**src/rtl/float_add_arbiter_pkg.sv**
```systemverilog
`default_nettype none
// ============================================================================
// Module   : float_add_arbiter_pkg
// Brief    : Shared float format widths and arbiter state encoding.
// Revision : 1.0
// ============================================================================
package float_add_arbiter_pkg;

    localparam int float_exp_width  = 8;
    localparam int float_mant_width = 23;
    localparam int float_width      = 1 + float_exp_width + float_mant_width;

    typedef enum logic [1:0] {
        IDLE = 2'd0,
        WAIT = 2'd1,
        RESP = 2'd2
    } e_float_arb_state;

endpackage
`default_nettype wire

```
**src/rtl/float_arb_rr_pick.sv**
```systemverilog
`default_nettype none
// ============================================================================
// Module   : float_arb_rr_pick
// Brief    : Combinational round-robin picker; scans upward from last_grant+1.
// Revision : 1.0
// ============================================================================
module float_arb_rr_pick
    import float_add_arbiter_pkg::*;
#(
    parameter int NUM_REQ = 4,
    parameter int IDX_W   = $clog2(NUM_REQ)
) (
    input  logic [NUM_REQ-1:0] req_i,
    input  logic [IDX_W-1:0]   last_grant_i,
    output logic [IDX_W-1:0]   grant_o,
    output logic               any_valid_o
);

    int   idx;
    logic found;

    always_comb begin
        grant_o = '0;
        found   = 1'b0;
        idx     = 0;
        for (int k = 1; k <= NUM_REQ; k++) begin
            idx = (int'(last_grant_i) + k) % NUM_REQ;
            if (!found && req_i[idx[IDX_W-1:0]]) begin
                found   = 1'b1;
                grant_o = idx[IDX_W-1:0];
            end
        end
        any_valid_o = |req_i;
    end

endmodule
`default_nettype wire

```
**src/rtl/float_add_arbiter.sv**
```systemverilog
`default_nettype none
// ============================================================================
// Module   : float_add_arbiter
// Brief    : Round-robin arbiter sharing one float adder among NUM_REQ users.
//            Optional watchdog enabled by macro FLOAT_ADD_ARB_TIMEOUT_EN.
// Revision : 1.0
// ============================================================================
module float_add_arbiter
    import float_add_arbiter_pkg::*;
#(
    parameter int NUM_REQ        = 4,
    parameter int TIMEOUT_CYCLES = 16
) (
    input  logic                           clk,
    input  logic                           rst_n,
    input  logic [NUM_REQ-1:0]             req_valid,
    input  logic [NUM_REQ*float_width-1:0] req_a,
    input  logic [NUM_REQ*float_width-1:0] req_b,
    output logic [NUM_REQ-1:0]             resp_ack,
    output logic [float_width-1:0]         resp_out,
    output logic                           resp_err,
    output logic                           fadd_req,
    output logic [float_width-1:0]         fadd_a,
    output logic [float_width-1:0]         fadd_b,
    input  logic                           fadd_ack,
    input  logic [float_width-1:0]         fadd_out,
    output logic                           busy
);

    localparam int IDX_W = $clog2(NUM_REQ);
    localparam logic [NUM_REQ-1:0] ONE_HOT_0 = NUM_REQ'(1);

    e_float_arb_state       state_q, state_d;
    logic                   fadd_req_q, fadd_req_d;
    logic [float_width-1:0] fadd_a_q, fadd_a_d;
    logic [float_width-1:0] fadd_b_q, fadd_b_d;
    logic [NUM_REQ-1:0]     resp_ack_q, resp_ack_d;
    logic [float_width-1:0] resp_out_q, resp_out_d;
    logic [IDX_W-1:0]       grant_q, grant_d;
    logic [IDX_W-1:0]       last_grant_q, last_grant_d;
    logic                   busy_q, busy_d;
    logic                   resp_err_d;

    logic [IDX_W-1:0]       pick_idx;
    logic                   pick_any;

`ifdef FLOAT_ADD_ARB_TIMEOUT_EN
    localparam int CNT_W = $clog2(TIMEOUT_CYCLES + 1);
    logic [CNT_W-1:0] cnt_q, cnt_d;
    logic             resp_err_q;
`endif

    float_arb_rr_pick #(
        .NUM_REQ (NUM_REQ),
        .IDX_W   (IDX_W)
    ) u_rr_pick (
        .req_i        (req_valid),
        .last_grant_i (last_grant_q),
        .grant_o      (pick_idx),
        .any_valid_o  (pick_any)
    );

    always_comb begin
        state_d      = state_q;
        fadd_req_d   = 1'b0;
        fadd_a_d     = fadd_a_q;
        fadd_b_d     = fadd_b_q;
        resp_ack_d   = '0;
        resp_out_d   = '0;
        resp_err_d   = 1'b0;
        grant_d      = grant_q;
        last_grant_d = last_grant_q;
`ifdef FLOAT_ADD_ARB_TIMEOUT_EN
        cnt_d        = '0;
`endif
        case (state_q)
            IDLE: begin
                if (pick_any) begin
                    grant_d    = pick_idx;
                    fadd_a_d   = req_a[int'(pick_idx)*float_width +: float_width];
                    fadd_b_d   = req_b[int'(pick_idx)*float_width +: float_width];
                    fadd_req_d = 1'b1;
                    state_d    = WAIT;
                end
            end
            WAIT: begin
                // The ack is checked first so it wins over a coincident expiry.
                if (fadd_ack) begin
                    resp_ack_d   = ONE_HOT_0 << grant_q;
                    resp_out_d   = fadd_out;
                    last_grant_d = grant_q;
                    state_d      = RESP;
                end
`ifdef FLOAT_ADD_ARB_TIMEOUT_EN
                else if (cnt_q == CNT_W'(TIMEOUT_CYCLES)) begin
                    resp_ack_d   = ONE_HOT_0 << grant_q;
                    resp_err_d   = 1'b1;
                    last_grant_d = grant_q;
                    state_d      = RESP;
                end else begin
                    cnt_d = cnt_q + CNT_W'(1);
                end
`endif
            end
            // RESP ignores req_valid so a requester dropping valid on its ack
            // edge can never be re-issued.
            RESP:    state_d = IDLE;
            default: state_d = IDLE;
        endcase
        busy_d = (state_d != IDLE);
    end

    always_ff @(posedge clk) begin
        if (!rst_n) begin
            state_q      <= IDLE;
            fadd_req_q   <= 1'b0;
            fadd_a_q     <= '0;
            fadd_b_q     <= '0;
            resp_ack_q   <= '0;
            resp_out_q   <= '0;
            grant_q      <= '0;
            last_grant_q <= IDX_W'(NUM_REQ - 1);
            busy_q       <= 1'b0;
        end else begin
            state_q      <= state_d;
            fadd_req_q   <= fadd_req_d;
            fadd_a_q     <= fadd_a_d;
            fadd_b_q     <= fadd_b_d;
            resp_ack_q   <= resp_ack_d;
            resp_out_q   <= resp_out_d;
            grant_q      <= grant_d;
            last_grant_q <= last_grant_d;
            busy_q       <= busy_d;
        end
    end

`ifdef FLOAT_ADD_ARB_TIMEOUT_EN
    always_ff @(posedge clk) begin
        if (!rst_n) begin
            cnt_q      <= '0;
            resp_err_q <= 1'b0;
        end else begin
            cnt_q      <= cnt_d;
            resp_err_q <= resp_err_d;
        end
    end
    assign resp_err = resp_err_q;
`else
    logic unused_timeout;
    assign unused_timeout = resp_err_d ^ (TIMEOUT_CYCLES > 0);
    assign resp_err       = 1'b0;
`endif

    assign fadd_req = fadd_req_q;
    assign fadd_a   = fadd_a_q;
    assign fadd_b   = fadd_b_q;
    assign resp_ack = resp_ack_q;
    assign resp_out = resp_out_q;
    assign busy     = busy_q;

`ifndef SYNTHESIS
    a_inputs_known: assert property (@(posedge clk) disable iff (!rst_n)
        !$isunknown({req_valid, fadd_ack}));
`endif

endmodule
`default_nettype wire
```
**config.mk**
```make
export PLATFORM = sky130hd
export DESIGN_NAME = float_add_arbiter
export DESIGN_NICKNAME = d
export VERILOG_FILES = /design/src/rtl/float_add_arbiter_pkg.sv /design/src/rtl/float_arb_rr_pick.sv /design/src/rtl/float_add_arbiter.sv
export SDC_FILE = /design/constraint.sdc
export NUM_CORES = 1
export LEC_CHECK = 0
export CAP_MARGIN = 20
export CORE_AREA = 5 5 151 153
export CTS_CLUSTER_DIAMETER = 150
export DETAILED_ROUTE_END_ITERATION = 16
export DIE_AREA = 0 0 156 158
export PLACE_DENSITY = 0.65
export SLEW_MARGIN = 20
export SYNTH_ARGS = -nofsm -noshare
export SYNTH_HDL_FRONTEND = slang
export SYNTH_SLANG_ARGS = --single-unit
```
**constraint.sdc**
```tcl
create_clock -name clk -period 1.6 [get_ports clk]
set_input_delay 0.24 -clock clk [delete_from_list [all_inputs] [get_ports clk]]
set_output_delay 0.24 -clock clk [all_outputs]
set_load 0.02 [all_outputs]
```
==> results of run 1 <==
-- kinds of logic after synthesis --
family	count (synthesis)	share of synthesized area (%)
other cells	1	0.0646
simple gates	189	17.3
buf+inv	80	6.68
mux	67	11.5
flops	108	37.2
compound gates	201	27.2
-- final cells by class --
class	count	area, µm²	area share (%)
multi-input cells	458	3460	30.8
repair buffers	458	4930	43.9
inverters	2	7.51	0.0668
well taps	280	350	3.12
clock inverters	7	86.3	0.769
flip-flops and latches	108	2170	19.3
clock buffers	9	225	2.00
-- path summary, 6_finish.rpt --
path	start	end	slack [ps]	depth (start not counted)
max	last_grant_q[0]	fadd_a[12]	-90	7
min	fadd_out[21]	resp_out[21]	430	2
max reg2reg	last_grant_q[0]	fadd_a[12]	-90	7
min reg2reg	fadd_b[8]	fadd_b[8]	470	2
-- report_power, final --
group / internal (µW) / switching, µW
clock network: 1140 / 1270
registers: 2970 / 153
logic: 1890 / 1550
-- sequential cells by signal, indices dropped and copies added (netlist names) --
signal,count
resp_out,32
last_grant_q,2
state_q,2
fadd_req,1
fadd_b,32
resp_ack,4
busy,1
fadd_a,32
grant_q,2
-- per-layer routing --
metal / vias up / global-route usage (%) / share of wire, %
li1: 3273 / - / -
met1: 3211 / 25.6 / 38
met2: 355 / 37.3 / 50
met3: 50 / 6.04 / 9.2
met4: 2 / 8.63 / 2.9
met5: - / 0 / 0.039
-- per-stage QoR --
stage          TNS, ps  hold slack (ps)  instance area, µm²
6_report         -2320              426               11200
5_1_grt          -8590              406               11200
4_1_cts          -2080              406               11100
3_5_place_dp    -38730              458               10400
3_3_place_gp    -39710              450               10400
2_1_floorplan        0              302                5810
-- timing repair --
| item | in CTS | in global routing |
|---|---|---|
| gates resized for setup | 48 | 37 |
| pin swaps | 15 | 7 |
| endpoints found under the setup margin | 75 | 89 |
| cloned | 6 | 1 |
| setup buffers | 5 | 0 |
-- synthesized netlist by cell type, types with 2 or more instances --
master / instances / area [µm²]
o31ai_1: 64 / 480
nand2_1: 69 / 259
buf_1: 12 / 45.0
nor4_1: 2 / 12.5
buf_6: 5 / 56.3
a21oi_1: 2 / 10.0
a211o_1: 64 / 561
buf_4: 4 / 30.0
nor3_2: 2 / 20.0
and2_1: 32 / 200
mux2i_1: 67 / 671
buf_2: 28 / 140
dfxtp_1: 108 / 2160
nand4_1: 64 / 400
nor2_1: 10 / 37.5
o211ai_1: 64 / 480
o21a_1: 2 / 15.0
clkbuf_1: 29 / 109
nand2b_1: 2 / 12.5
==> reports/qor.txt, run 1 <==
status -> finished with violations
failing checks -> setup timing
Place WS -> -681 ps
post-DP HPWL -> 20,200 µm
Antenna Nets Post-Route -> 0
DR vias -> 6,891
Hold Fails Final Rpt -> 0
Ports -> 398
clk_lat worst skew -> 360 ps
Cell Chain, Critical Path -> nor2b_4, o21a_4, nor3_4, buf_12, buf_16, mux2i_2, o211ai_1
commonest non-fill, non-tap cell in the layout -> clkdlybuf4s50_1
routed vias/inst -> 5.21
minimum clock period -> 1690 ps
fin nets -> 1,332
non-filler instance count after layout -> 1,322
Root Buffer -> clkbuf_16
clock slew at reported path FFs -> 90 ps
gr usage total -> 21.7%
Setup crit end kind -> flip-flop
sequential area share after synthesis -> 37.2%
first-pass GRT wire length -> 41,500 µm
syn_nets -> 941
count of final max-slew check failures -> 0
final setup fails -> 60
Power, Total -> 8960 µW
I/O Buffers -> 396
die area -> 24,600 µm²
Buf/Inv on CP -> 2
Async SR Flop Fraction -> 0%
Setup CP Type -> reg2reg
P_leak -> 0.00473 µW
Layout Skew -> 13.7 ps
Synth cell types -> 35
Post-Route WL -> 28,500 µm
commonest non-fill, non-tap cells in the layout -> clkdlybuf4s50_1 (358), dfxtp_1 (107), nand2_1 (68)
Tcrit/Tclk final -> 106%
wire per inst -> 21.6 µm
CP top delay family -> buffers and inverters
DRT iter0 DRCs -> 328
syn_area_per_cell -> 8.99 µm²
CTS tree -> yes
pin count of the biggest net entering global routing -> 33
RSZ-0062 raised after global routing -> yes
fillers -> 1,973
CTS Sinks -> 108
antenna violations before repair -> 1
fin util -> 52.4%
hold crit path type -> in2reg
synthesized cell area -> 5810 µm²
DRC -> 0
Peak Freq -> 0.591 GHz
vias in the first global route -> 7,148
number of flops mapped to enable cells by yosys -> 0
Arr. time, crit path -> 1940 ps
crit-path max cell delay -> 370 ps
Mapped Cells -> 646
Die Ht -> 158 µm
Max-cap violations -> 0
Final Wtd Congestion -> 0.836
crit path launch type -> flip-flop
CP max FO -> 7
Rows -> 54
CTS max path bufs -> 2
area delta synth->final -> 93.4%
H-tree levels -> 3
ratio of cells with drive above 1 in the final layout -> 10.8%
DP Cell Count -> 1,295
Synth warnings -> 0
power per cell area -> 798 nW/µm²
Max IR drop VDD -> 0.000559 V
initial core utilization -> 27.1%
Ant. Diodes -> 0
Core ar. -> 21,400 µm²
CP max-delay cell -> dfxtp_4
worst setup margin -> -93.2 ps
Die W -> 156 µm
Post-CTS Hold Fix Bufs -> 0
GRT Residual Overflow -> 0
Req. time, crit path -> 1840 ps
drt pass-1 iters -> 5
main flop type after synthesis -> dfxtp_1
cts bufs inserted -> 9
#FFs+latches synth -> 108
Note: power is estimated with default switching activity, not from simulation.
==> run 2: changes to the inputs <==
--- a/config.mk
+++ b/config.mk
@@ -5,7 +5,7 @@
 export SDC_FILE = /design/constraint.sdc
 export NUM_CORES = 1
 export LEC_CHECK = 0
-export CAP_MARGIN = 20
+export CAP_MARGIN = 5
 export CORE_AREA = 5 5 151 153
 export CTS_CLUSTER_DIAMETER = 150
 export DETAILED_ROUTE_END_ITERATION = 16
==> results of run 2 <==
No change in the layout: final DEF, timing and power equal those of run 1.
